<file path="config.mk">
export PLATFORM = sky130hd
export DESIGN_NAME = bcd_frame_capture
export DESIGN_NICKNAME = d
export VERILOG_FILES = /design/src/rtl/bcd_rx_pkg.sv /design/src/rtl/bcd_frame_capture_bcd3_to_bin.sv /design/src/rtl/bcd_frame_capture.sv
export SDC_FILE = /design/constraint.sdc
export NUM_CORES = 1
export LEC_CHECK = 0
export CELL_PAD_IN_SITES_DETAIL_PLACEMENT = 1
export CELL_PAD_IN_SITES_GLOBAL_PLACEMENT = 1
export CORE_MARGIN = 2
export CORE_UTILIZATION = 35
export DETAILED_ROUTE_END_ITERATION = 6
export PLACE_DENSITY = 0.72
export SLEW_MARGIN = 30
export SYNTH_ARGS = -nofsm -noshare
export SYNTH_HDL_FRONTEND = slang
export SYNTH_SLANG_ARGS = --single-unit
</file>
<file path="constraint.sdc">
create_clock -name clk -period 1.5 [get_ports clk]
set_clock_uncertainty 0.1 [all_clocks]
set_input_delay 0.225 -clock clk [delete_from_list [all_inputs] [get_ports clk]]
set_output_delay 0.225 -clock clk [all_outputs]
set_load 0.05 [all_outputs]
</file>
<file path="src/rtl/bcd_rx_pkg.sv">
// bcd_rx_pkg: shared types and constants for the BCD digit-bus receiver.
package bcd_rx_pkg;
    typedef enum logic [1:0] {S_ONES, S_TENS, S_HUND} state_t;
    localparam logic [3:0] BCD_MAX = 4'd9;
    localparam int DIGIT_W = 4;
    localparam int FRAME_W = 12;
    localparam int BIN_W   = 10;
endpackage

</file>
<file path="src/rtl/bcd_frame_capture_bcd3_to_bin.sv">
// bcd3_to_bin: combinational 3-digit BCD to binary via shift-add (x100 = 64+32+4, x10 = 8+2).
module bcd3_to_bin
    import bcd_rx_pkg::*;
(
    input  logic [FRAME_W-1:0] bcd,
    output logic [BIN_W-1:0]   bin
);
    logic [BIN_W-1:0] h, t, o;
    assign h   = BIN_W'(bcd[11:8]);
    assign t   = BIN_W'(bcd[7:4]);
    assign o   = BIN_W'(bcd[3:0]);
    assign bin = (h << 6) + (h << 5) + (h << 2) + (t << 3) + (t << 1) + o;
endmodule

</file>
<file path="src/rtl/bcd_frame_capture.sv">
// bcd_frame_capture: realigns slot strobes, demuxes a 3-digit BCD frame, checks range/order.
// Define BCD_BIN_EN to add the registered binary conversion on bin_value.
module bcd_frame_capture
    import bcd_rx_pkg::*;
#(
    parameter int DATA_LAG = 1,
    parameter int TIMEOUT  = 8
) (
    input  logic               clk,
    input  logic               rst_n,
    input  logic [DIGIT_W-1:0] q_in,
    input  logic               en_ones,
    input  logic               en_tens,
    input  logic               en_hundreds,
    output logic [FRAME_W-1:0] bcd_value,
    output logic               frame_valid,
    output logic               digit_err,
    output logic               seq_err,
    output logic [BIN_W-1:0]   bin_value
);
    localparam int IW = $clog2(TIMEOUT);

    logic [2:0] stb;
    generate
        if (DATA_LAG == 0) begin : g_nolag
            assign stb = {en_hundreds, en_tens, en_ones};
        end else begin : g_lag
            logic [2:0] dly [DATA_LAG];
            always_ff @(posedge clk or negedge rst_n) begin
                if (!rst_n) begin
                    for (int i = 0; i < DATA_LAG; i++) dly[i] <= '0;
                end else begin
                    dly[0] <= {en_hundreds, en_tens, en_ones};
                    for (int i = 1; i < DATA_LAG; i++) dly[i] <= dly[i-1];
                end
            end
            assign stb = dly[DATA_LAG-1];
        end
    endgenerate

    state_t state, state_nxt;
    logic [IW-1:0] idle_cnt, idle_nxt;
    logic [DIGIT_W-1:0] ones_r, tens_r, ones_nxt, tens_nxt;
    logic bad, bad_nxt, seq_nxt, dig_nxt, upd;
    logic multi, dbad;
    logic [2:0] exp_stb;
    logic [FRAME_W-1:0] frame;

    assign multi   = |(stb & (stb - 3'd1));
    assign dbad    = q_in > BCD_MAX;
    assign exp_stb = state == S_ONES ? 3'b001 : state == S_TENS ? 3'b010 : 3'b100;
    assign frame   = {q_in, tens_r, ones_r};

    always_comb begin
        state_nxt = state;
        idle_nxt  = idle_cnt;
        ones_nxt  = ones_r;
        tens_nxt  = tens_r;
        bad_nxt   = bad;
        seq_nxt   = 1'b0;
        dig_nxt   = 1'b0;
        upd       = 1'b0;
        if (stb == 3'b000) begin
            if (state != S_ONES) begin
                if (idle_cnt == IW'(TIMEOUT - 1)) begin
                    seq_nxt   = 1'b1;
                    state_nxt = S_ONES;
                    idle_nxt  = '0;
                    bad_nxt   = 1'b0;
                end else begin
                    idle_nxt = idle_cnt + 1'b1;
                end
            end
        end else if (multi) begin
            seq_nxt   = 1'b1;
            state_nxt = S_ONES;
            idle_nxt  = '0;
            bad_nxt   = 1'b0;
        end else begin
            idle_nxt = '0;
            seq_nxt  = stb != exp_stb;
            // A stray ones strobe still starts a fresh frame
            if (stb[0]) begin
                ones_nxt  = q_in;
                dig_nxt   = dbad;
                bad_nxt   = dbad;
                state_nxt = S_TENS;
            end else if (stb != exp_stb) begin
                state_nxt = S_ONES;
                bad_nxt   = 1'b0;
            end else if (stb[1]) begin
                tens_nxt  = q_in;
                dig_nxt   = dbad;
                bad_nxt   = bad | dbad;
                state_nxt = S_HUND;
            end else begin
                dig_nxt   = dbad;
                upd       = !bad && !dbad;
                state_nxt = S_ONES;
                bad_nxt   = 1'b0;
            end
        end
    end

    always_ff @(posedge clk or negedge rst_n) begin
        if (!rst_n) begin
            state       <= S_ONES;
            idle_cnt    <= '0;
            ones_r      <= '0;
            tens_r      <= '0;
            bad         <= 1'b0;
            seq_err     <= 1'b0;
            digit_err   <= 1'b0;
            frame_valid <= 1'b0;
            bcd_value   <= '0;
        end else begin
            state       <= state_nxt;
            idle_cnt    <= idle_nxt;
            ones_r      <= ones_nxt;
            tens_r      <= tens_nxt;
            bad         <= bad_nxt;
            seq_err     <= seq_nxt;
            digit_err   <= dig_nxt;
            frame_valid <= upd;
            if (upd) bcd_value <= frame;
        end
    end

`ifdef BCD_BIN_EN
    logic [BIN_W-1:0] bin_nxt;
    bcd3_to_bin u_conv (.bcd(frame), .bin(bin_nxt));
    always_ff @(posedge clk or negedge rst_n) begin
        if (!rst_n) bin_value <= '0;
        else if (upd) bin_value <= bin_nxt;
    end
`else
    assign bin_value = '0;
`endif
endmodule

</file>
======== Word level (Yosys, flattened, before mapping) ========
Cells that the tools add are included.
W data, S select, Z words.
cells by class
  add/sub/neg operators ................... 2
  magnitude comparators ................... 1
  eq/ne operators ......................... 5
  mux-type cells .......................... 32
  bitwise operators ....................... 6
  reductions and logical operators ........ 10
operators by type and width
  cell                   count
  $mux W1                20
  $mux W3                5
  $mux W2                7
  $reduce_and A5 Y1      1
  $gt A4 B4 Y1 const B   1
  $ne A2 B1 Y1 const B   2
  $not A1 Y1             4
  $add A3 B1 Y3 const B  1
  $and A3 B3 Y3          1
  $eq A3 B3 Y1 const B   1
  $logic_not A3 Y1       1
  $ne A3 B3 Y1           1
  $reduce_and A3 Y1      1
  $reduce_or A3 Y1       1
  $sub A3 B1 Y3 const B  1
  $eq A2 B1 Y1 const B   1
  $logic_not A1 Y1       2
  $logic_not A2 Y1       1
  $reduce_and A2 Y1      1
  $reduce_bool A2 Y1     1
  $logic_and A1 B1 Y1    1
  $or A1 B1 Y1           1
storage, ports and cells
  bits in registers ....................... 32
  input port bits ......................... 9
  output and inout bits ................... 25
  word-level logic and storage cells ...... 66

======== Longest topological paths before layout ========
Gate-level depths: netlist of the first run.
  word-level depth ........................ 8
  gate-level depth with buffers ........... 5
  depth with buffers taken out ............ 5

======== Worst setup path after synthesis of the first run ========
No wires, ideal clock.
  path kind ............................... flip-flop to flip-flop
  start ................................... register g_lag.dly[2] in the netlist's numbering
  end ..................................... register bcd_value[0]
  library setup time ...................... 0.125 ns
  arrival time ............................ 1.406 ns
  data required time ...................... 1.275 ns
  path slack .............................. -0.131 ns
  cell stages (with the launch flop) ...... 6
  buffers on the path ..................... 2
  period minus slack after synthesis ...... 1.631 ns
  cells stage by stage .................... dfrtp_1 > buf_2 > and3b_2 > o211ai_4 > buf_6 > mux2_4
between the ends
  cells in the longest elaborated chain, start to end .. 5
  elaborated cells on any way between the ends .. 9
  classes of those cells .................. add/sub (1); eq/ne (1); mux (4); bitwise (1); reduce/logical (2)
ends and longest elaborated chain
  item                                           RTL line                                          RTL
  start, declared                                bcd_frame_capture.sv:28                           logic [2:0] dly [DATA_LAG];
  $sub A3 B1 Y3 or $ne A3 B3 Y1 (tied branches)  bcd_frame_capture.sv:49, bcd_frame_capture.sv:88
  $and A3 B3 Y3 or $mux W1 (tied branches)       bcd_frame_capture.sv:49, bcd_frame_capture.sv:88
  $reduce_or A3 Y1 or $mux W1 (tied branches)    bcd_frame_capture.sv:49, bcd_frame_capture.sv:83
  $mux W1                                        bcd_frame_capture.sv:74                           end else if (multi) begin
  $mux W1 (*)                                    bcd_frame_capture.sv:63                           if (stb == 3'b000) begin
  end signal, assigned                           bcd_frame_capture.sv:125                          if (upd) bcd_value <= frame;
  end, declared                                  bcd_frame_capture.sv:15                           output logic [FRAME_W-1:0] bcd_value,
Every way passes the cells marked *; elsewhere a longest branch is shown, timed or not.
A chain may end at the register's enable or synchronous reset.

======== Worst setup path after layout of the first run ========
  start ................................... register g_lag.dly[1] in the netlist's numbering
  end ..................................... register bcd_value[4]
between the ends
  cells in the longest elaborated chain, start to end .. 5
  elaborated cells on any way between the ends .. 10
  classes of those cells .................. add/sub (1); eq/ne (1); mux (5); bitwise (1); reduce/logical (2)
ends and longest elaborated chain
  item                                         RTL line                                          RTL
  $sub A3 B1 Y3 (tied with other cells)        bcd_frame_capture.sv:49                           assign multi = |(stb & (stb - 3'd1));
  $and A3 B3 Y3 or $mux W1 (tied branches)     bcd_frame_capture.sv:49, bcd_frame_capture.sv:88
  $reduce_or A3 Y1 or $mux W1 (tied branches)  bcd_frame_capture.sv:49, bcd_frame_capture.sv:83
  $mux W1                                      bcd_frame_capture.sv:74
  $mux W1 (*)                                  bcd_frame_capture.sv:63
Marked as above.

==> out/qor.yml, run 1 <==
placed_design:
  globalplace.congestion: 0.744
  port_buffers: 23
  dpl_cell_area_mm2: 0.00195
  hpwl_um: 2380
  preCtsSetupSlack_ns: -0.573
  dp.cells: 193
critical_path:
  crit_path_end_kind: "flop"
  r2r_slack_ns: -0.1
  cp_max_fo: 8
  rr_worst_depth: 4
  crit_end: "bcd_value[4]"
  crit_type: "reg2reg"
  regToRegEndpoint: "bcd_value[4]"
  start_kind: "flop"
  max_stage_delay_ns: 0.41
  required_ns: 1.57
  setup.worst_path.start: "g_lag.dly[1]"
  crit_arrival_ns: 1.67
  cp_slowest_cell: "dfrtp_1"
  r2r_start: "g_lag.dly[1]"
  worstPathCellList: "and4bb_2 > o211ai_4 > buf_12 > mux2_4"
yosys:
  syn_area_mm2: 0.00146
  yosys.area.top_type_share: 0.549
  synth_area_leaders: "dfrtp_1 (55%), mux2_4 (9.3%), mux2_2 (8.5%), buf_4 (5.2%), buf_6 (2.3%)"
  ys_types: 27
  netlist_instances: 110
  ys_warn_count: 0
  yosysSeqAreaShare: 0.549
  yosys-top-cells-count: "dfrtp_1 (32), mux2_2 (11), buf_4 (10), mux2_4 (9), o21ai_0 (6)"
  yosys.cell_count.top_type: "dfrtp_1"
  synth.avg_cell_area_um2: 13.3
  ys_seq_elements: 32
  post-synth-top-area-cell: "dfrtp_1"
  synthArstFlopShare: 1.00
  synthFlopType: "dfrtp_1"
  synth_edf_count: 0
floorplanning:
  die_height_um: 68.5
  io_pins: 34
  initial_utilization: 0.364
  row_count: 23
  fp.dieW_um: 68.5
  dieArea_mm2: 0.00470
  core_area_mm2: 0.00400
clock_network:
  cts.sinks: 32
  clock_latency_ns: 0.29
  cts-root-buf: "clkbuf_8"
  htreeDepth: 2
  hold_buffers: 0
  clock_path_buffers: 2
  cts_inserted_buffers: 5
  cts_tree: "built"
  clkTransAtPathRegs_ns: 0.07
global_route:
  antenna_found_initial: 0
  grt_pass1_wl_um: 5510
  overflow: 0
  grt_pass1_vias: 1101
  grt_usage: 0.168
  grt_max_degree: 33
timing:
  worst_slack_ns: -0.0995
  finalMaxSlewViolations: 0
  hold_violations: 0
  final.setup.tns_ns: -1.16
  max_freq_mhz: 625
  hold_ws_ns: 0.205
  fin_crit_ns: 1.60
  fin_crit_sh: 1.07
  finalSetupViolations: 16
  rsz0062_at_grt: "yes"
power_and_ir_drop:
  power_density_mw_per_mm2: 1180
  clockPowerShare: 0.338
  p_seq_frac: 0.393
  p_comb_frac: 0.269
  leakagePower_nw: 1.09
  switching_power_uw: 764
  power_mw: 2.69
  swShare: 0.284
  internal-power_mw: 1.92
  max-vdd-ir-drop_v: 0.000588
finish:
  drive_gt1_frac: 0.525
  fin_util: 0.569
  n_fill_cell: 390
  instances_no_fill: 208
  syn_to_final_growth_pct: 56.2
  fin_nets: 168
  diodes: 0
  design_area_mm2: 0.00228
route:
  viasPerCell: 4.77
  drc: 0
  first_pass_iters: 3
  drtIter0Drc: 31
  wl_per_cell_um: 16.8
  vias: 993
  drtAntennaViolNets: 0
  routed_wl_um: 3500
job:
  cap_viol_max_count: 0
status:
  status: "complete, but fails checks"
  violations: "negative setup slack"
worst_hold_path:
  worstHoldPathType: "in2async"
cells in the final DEF, fill, tap and decap left out, drive strengths merged, types with 2 or more instances in the layout:
cell           netlist  final
a211oi               2      2
a21oi                4      4
buf                 15     38
clkbuf               0      7
clkdlybuf4s50        0      8
conb                 1     10
dfrtp               32     32
ha                   2      2
inv                  3      3
mux2                20     20
nand2                5      5
nor2                 2      2
nor3                 4      4
o211ai               2      2
o21a                 2      2
o21ai                6      6
or3                  2      2
power by group through the flow:
stage / combinational, mW / sequential [mW] / clock, mW
finish: 0.721 / 1.06 / 0.908
global route: 0.755 / 1.07 / 0.968
CTS: 0.700 / 1.05 / 0.924
detailed placement: 0.656 / 1.07 / 0
global placement: 0.641 / 1.06 / 0
floorplan: 0.219 / 1.19 / 0
sequential cells by signal, summed over array words and instances, names as in the netlist:
| register | count |
|---|---|
| bad | 1 |
| bcd_value | 12 |
| digit_err | 1 |
| frame_valid | 1 |
| g_lag.dly | 3 |
| idle_cnt | 3 |
| ones_r | 4 |
| seq_err | 1 |
| state | 2 |
| tens_r | 4 |
timing repair:
item                       in CTS  in global routing
gates resized for setup        22                 13
gates cloned                    0                  0
setup endpoints to repair      22                 27
pin swaps                       5                  3
buffers inserted                5                  2
cells by family after synthesis:
logic type / after synthesis / share of synthesized area
xor+xnor: 1 / 0.00601
other cells: 1 / 0.00257
flops: 32 / 0.549
buf+inv: 18 / 0.0893
mux: 20 / 0.178
fa+ha+maj: 2 / 0.0172
compound gates: 18 / 0.0884
simple gates: 18 / 0.0695
critical path, delay by kind of cell, from the launching register on:
kind                   cells  cell delay, ns
AND/OR/NAND/NOR            1            0.28
AO/OA/AOI/OAI              1            0.22
flip-flops                 1            0.41
buffers and inverters      1            0.17
multiplexers               1            0.30
worst min path at each step:
stage              start      endpoint  slack, ns
2_1_floorplan      rst_n           bad      -0.17
3_3_place_gp   tens_r[1]  bcd_value[5]       0.39
3_5_place_dp   tens_r[1]  bcd_value[5]       0.39
4_1_cts            rst_n  bcd_value[6]       0.21
5_1_grt            rst_n     ones_r[3]       0.22
6_report           rst_n     ones_r[3]       0.21
layer usage:
layer | track usage | vias to the layer above | routed length [µm]
met1 | 0.191 | 498 | 1400
met4 | 0.0525 | 0 | 43
li1 | - | 460 | -
met5 | 0 | - | 0
met2 | 0.294 | 29 | 1880
met3 | 0.0584 | 6 | 172
area by class of cell:
cell class	instances	area [µm²]	share of cell area
repair buffers	46	601	0.264
clock inverters	1	30.0	0.0132
multi-input cells	69	676	0.297
inverters	3	11.3	0.00495
clock buffers	7	96.3	0.0423
well taps	50	62.6	0.0275
flip-flops and latches	32	801	0.352
Note: power is estimated with default switching activity, not from simulation.
==> inputs of run 2 (changes only) <==
CORE_UTILIZATION = 37   (was 35)
CTS_BUF_LIST = sky130_fd_sc_hd__clkbuf_2 sky130_fd_sc_hd__clkbuf_4 sky130_fd_sc_hd__clkbuf_8   (was not set)
CTS_CLUSTER_SIZE = 25   (was not set)
PLACE_DENSITY = 0.76   (was 0.72)
==> run 2 against run 1 <==
The flow still finishes with violations (negative setup slack); setup slack better by 0.025 ns; core utilization up 4.6 points; sequential power about the same; count of clock-buffer cells in the layout unchanged; via count up 0.70%; worst hold slack worse by 0.0076 ns; sequential share of layout area down 0.12 points; critical endpoint is now bcd_value[11]; largest power group unchanged.
==> out/qor.yml, run 2 (same netlist as run 1, synthesis figures left out) <==
finish:
  design_area_mm2: 0.00228
  fin_nets: 170
  diodes: 0
  largest_reg_flops: 12
  mostFrequentLayoutCells: "dfrtp_1 (32), mux2_4 (20), buf_12 (17), buf_4 (14), conb_1 (10)"
  top_register: "bcd_value"
  top_regs: "bcd_value x12, ones_r x4, tens_r x4"
  layout_commonest_cell: "dfrtp_1"
  n_fill_cell: 370
  drive_gt1_frac: 0.525
  syn_to_final_growth_pct: 56.7
clock_network:
  cts-root-buf: "clkbuf_8"
  htreeDepth: 2
  cts.sinks: 32
  cts_inserted_buffers: 5
  cts_tree: "built"
  clock_path_buffers: 2
  clkTransAtPathRegs_ns: 0.07
  clock_latency_ns: 0.29
route:
  first_pass_iters: 4
  drtIter0Drc: 16
  wl_per_cell_um: 17.2
  drtAntennaViolNets: 0
  drc: 0
  viasPerCell: 4.81
  routed_wl_um: 3580
  vias: 1000
global_route:
  grt_pass1_wl_um: 5590
  grt_usage: 0.180
  busiest_layer: "met2"
  grt_pass1_vias: 1154
  grt_use_met3: 0.0608
  use_met2: 0.328
  grt_use_met1: 0.183
  antenna_found_initial: 0
  grt_max_degree: 33
  overflow: 0
placed_design:
  dpl_cell_area_mm2: 0.00195
  hpwl_um: 2360
  preCtsSetupSlack_ns: -0.607
  port_buffers: 23
  globalplace.congestion: 0.719
job:
  cap_viol_max_count: 0
critical_path:
  cp_max_fo: 5
  required_ns: 1.58
  start_kind: "flop"
  crit_type: "reg2reg"
  crit_arrival_ns: 1.65
  crit_path_end_kind: "flop"
timing:
  hold_violations: 0
  worst_slack_ns: -0.0743
  finalMaxSlewViolations: 0
  finalSetupViolations: 12
  rsz0062_at_grt: "yes"
  final.setup.tns_ns: -0.775
  max_freq_mhz: 635
  fin_crit_sh: 1.05
  fin_crit_ns: 1.57
  hold_ws_ns: 0.198
power_and_ir_drop:
  max-vdd-ir-drop_v: 0.000652
  power_density_mw_per_mm2: 1180
  power_mw: 2.69
  leakagePower_nw: 1.09
floorplanning:
  dieArea_mm2: 0.00446
  core_area_mm2: 0.00372
  io_pins: 34
  fp.dieW_um: 66.8
  die_height_um: 66.8
  initial_utilization: 0.392
  row_count: 22
status:
  violations: "negative setup slack"
  status: "complete, but fails checks"
worst_hold_path:
  worstHoldPathType: "in2async"
## run 2: power breakdown
part	internal, mW	switching (mW)
sequential	0.964	0.0999
clock	0.586	0.323
combinational	0.373	0.349
## run 2: area by class of cell
class	count	area, µm²	share of cell area
clock inverters	1	30.0	0.0131
repair buffers	48	627	0.274
well taps	48	60.1	0.0263
clock buffers	7	96.3	0.0422
multi-input cells	69	654	0.286
flip-flops and latches	32	801	0.350
inverters	3	16.3	0.00712
## run 2: critical path: stages (launching register included)
cell	delay (ns)
dfrtp_1	0.41
and4bb_2	0.27
o211ai_4	0.20
buf_6	0.17
mux2_4	0.30
## run 2: per-layer routing
metal / vias to the layer above / wire [µm]
met5: - / 0
met4: 0 / 123
met3: 10 / 157
met2: 29 / 1940
met1: 499 / 1360
li1: 462 / -
## run 2: stage by stage
| stage | utilization | instances |
|---|---|---|
| 2_1_floorplan | - | 119 |
| 3_3_place_gp | 0.525 | 191 |
| 3_5_place_dp | 0.525 | 191 |
| 4_1_cts | 0.591 | 206 |
| 5_1_grt | 0.615 | 208 |
| 6_report | 0.615 | 208 |
## run 2: final timing paths
check                      cells past startpoint    startpoint             to  slack [ns]
hold reg to reg                                1     ones_r[0]   bcd_value[0]        0.44
setup / recovery                               4  g_lag.dly[1]  bcd_value[11]       -0.07
setup reg to reg                               4  g_lag.dly[1]  bcd_value[11]       -0.07
hold / removal                                 2         rst_n   bcd_value[6]        0.20
max in group asynchronous                      2         rst_n    idle_cnt[2]        0.93
min in group clk                               1       en_tens   g_lag.dly[1]        0.26
## run 2: timing repair
action / CTS / global route
pin swaps: 4 / 1
setup endpoints to repair: 21 / 24
resized for setup: 16 / 21
hold buffers: 0 / 0
setup buffers: 7 / 2
==> inputs of run 3 (changes only) <==
CORE_ASPECT_RATIO = 0.8   (was not set)
CORE_UTILIZATION = 35   (was 37)
CTS_BUF_LIST = sky130_fd_sc_hd__clkbuf_16   (was sky130_fd_sc_hd__clkbuf_2 sky130_fd_sc_hd__clkbuf_4 sky130_fd_sc_hd__clkbuf_8)
PLACE_DENSITY = 0.72   (was 0.76)
==> run 3 against run 2 <==
The flow still finishes with violations (negative setup slack); clock power is 3.9% higher; die area is 5.4% higher; critical path depth stayed put; setup slack gained 0.0090 ns; total power is 0.66% higher; count of clock-buffer cells in the layout decreased by 2; fmax increased by 0.57%; cell area fell by 0.55%; combinational power shrank 2%.
==> out/qor.yml, run 3 (same netlist as run 1, synthesis figures left out) <==
finish:
  layout_commonest_cell: "dfrtp_1"
  largest_reg_flops: 12
  diodes: 0
  top_regs: "bcd_value x12, ones_r x4, tens_r x4"
  mostFrequentLayoutCells: "dfrtp_1 (32), buf_4 (18), mux2_4 (16), buf_12 (16), conb_1 (10)"
  top_register: "bcd_value"
  syn_to_final_growth_pct: 55.9
  design_area_mm2: 0.00227
  fin_nets: 169
  instances_no_fill: 214
  fin_util: 0.582
  drive_gt1_frac: 0.516
timing:
  max_freq_mhz: 639
  finalMaxSlewViolations: 0
  final.setup.tns_ns: -0.698
  fin_crit_sh: 1.04
  hold_violations: 0
  worst_slack_ns: -0.0653
  finalSetupViolations: 15
  hold_ws_ns: 0.217
  rsz0062_at_grt: "yes"
  fin_crit_ns: 1.57
clock_network:
  cts.sinks: 32
  clock_latency_ns: 0.27
  cts-root-buf: "clkbuf_16"
  cts_inserted_buffers: 5
  clock_path_buffers: 2
  cts_tree: "built"
  hold_buffers: 0
  clkTransAtPathRegs_ns: 0.05
  htreeDepth: 2
route:
  viasPerCell: 4.63
  first_pass_iters: 3
  routed_wl_um: 3700
  wl_per_cell_um: 17.3
  vias: 990
  drc: 0
  drtAntennaViolNets: 0
  drtIter0Drc: 48
floorplanning:
  row_count: 20
  dieArea_mm2: 0.00470
  io_pins: 34
  core_area_mm2: 0.00390
  fp.dieW_um: 76.2
  die_height_um: 61.7
  initial_utilization: 0.373
power_and_ir_drop:
  p_comb_frac: 0.261
  leakagePower_nw: 1.07
  internal-power_mw: 1.92
  switching_power_uw: 790
  power_mw: 2.71
  max-vdd-ir-drop_v: 0.000803
  clockPowerShare: 0.348
  p_seq_frac: 0.391
  power_density_mw_per_mm2: 1190
  swShare: 0.291
status:
  status: "complete, but fails checks"
  violations: "negative setup slack"
critical_path:
  start_kind: "flop"
  crit_path_end_kind: "flop"
  crit_arrival_ns: 1.62
  crit_type: "reg2reg"
  cp_max_fo: 7
  required_ns: 1.56
global_route:
  use_met2: 0.338
  grt_max_degree: 33
  busiest_layer: "met2"
  antenna_found_initial: 0
  grt_pass1_wl_um: 5750
  grt_usage: 0.168
  grt_pass1_vias: 1077
  grt_use_met1: 0.177
  overflow: 0
  grt_use_met3: 0.0419
placed_design:
  dpl_cell_area_mm2: 0.00196
  dp.cells: 198
  globalplace.congestion: 0.793
  preCtsSetupSlack_ns: -0.549
  hpwl_um: 2480
  port_buffers: 23
worst_hold_path:
  worstHoldPathType: "in2async"
job:
  cap_viol_max_count: 0
-- run 3: changes by cell type in the layout (fill, tap and decap cells not counted), sizes merged --
| cell | before | now |
|---|---|---|
| clkbuf | 7 | 5 |
| buf | 40 | 39 |
| bufinv | 1 | 0 |
| clkinv | 0 | 3 |
-- run 3: what timing repair did --
| action | in CTS | in global routing |
|---|---|---|
| resized for setup | 16 | 13 |
| endpoints found under the setup margin | 21 | 26 |
| hold endpoints to repair | 0 | 0 |
| buffers inserted | 8 | 1 |
| pin swaps | 5 | 3 |
-- run 3: per-layer routing --
metal | up-vias | wire (µm)
met5 | - | 0
met4 | 0 | 27
met3 | 2 | 161
met2 | 30 | 2090
met1 | 494 | 1420
li1 | 464 | -
-- run 3: layout make-up --
cell class              instances  area, µm²
well taps                      55       68.8
inverters                       3       11.3
fillers                       389       1630
multi-input cells              69        661
flip-flops and latches         32        801
clock buffers                   5        125
clock inverters                 3       13.8
repair buffers                 47        592
-- run 3: path summary, 6_finish.rpt --
check	cells past startpoint	startpoint	slack, ns	end
max	4	state[1]	-0.07	bcd_value[6]
min	2	rst_n	0.22	bcd_value[10]
max reg2reg	4	state[1]	-0.07	bcd_value[6]
min reg2reg	1	tens_r[0]	0.40	bcd_value[4]
max in group asynchronous	2	rst_n	0.91	digit_err
min in group clk	1	en_ones	0.29	g_lag.dly[0]
-- run 3: power groups by stage --
stage          logic [mW]  registers [mW]  clock network [mW]
6_report            0.709            1.06               0.944
2_1_floorplan       0.219            1.19                   0
3_5_place_dp        0.660            1.07                   0
4_1_cts             0.689            1.06               0.963
5_1_grt             0.741            1.07                1.00
3_3_place_gp        0.642            1.06                   0
-- run 3: critical path, cell delays in order, from the launching register on --
cell	delay, ns
dfrtp_1	0.39
and3b_2	0.25
o211ai_4	0.22
buf_6	0.18
mux2_4	0.30
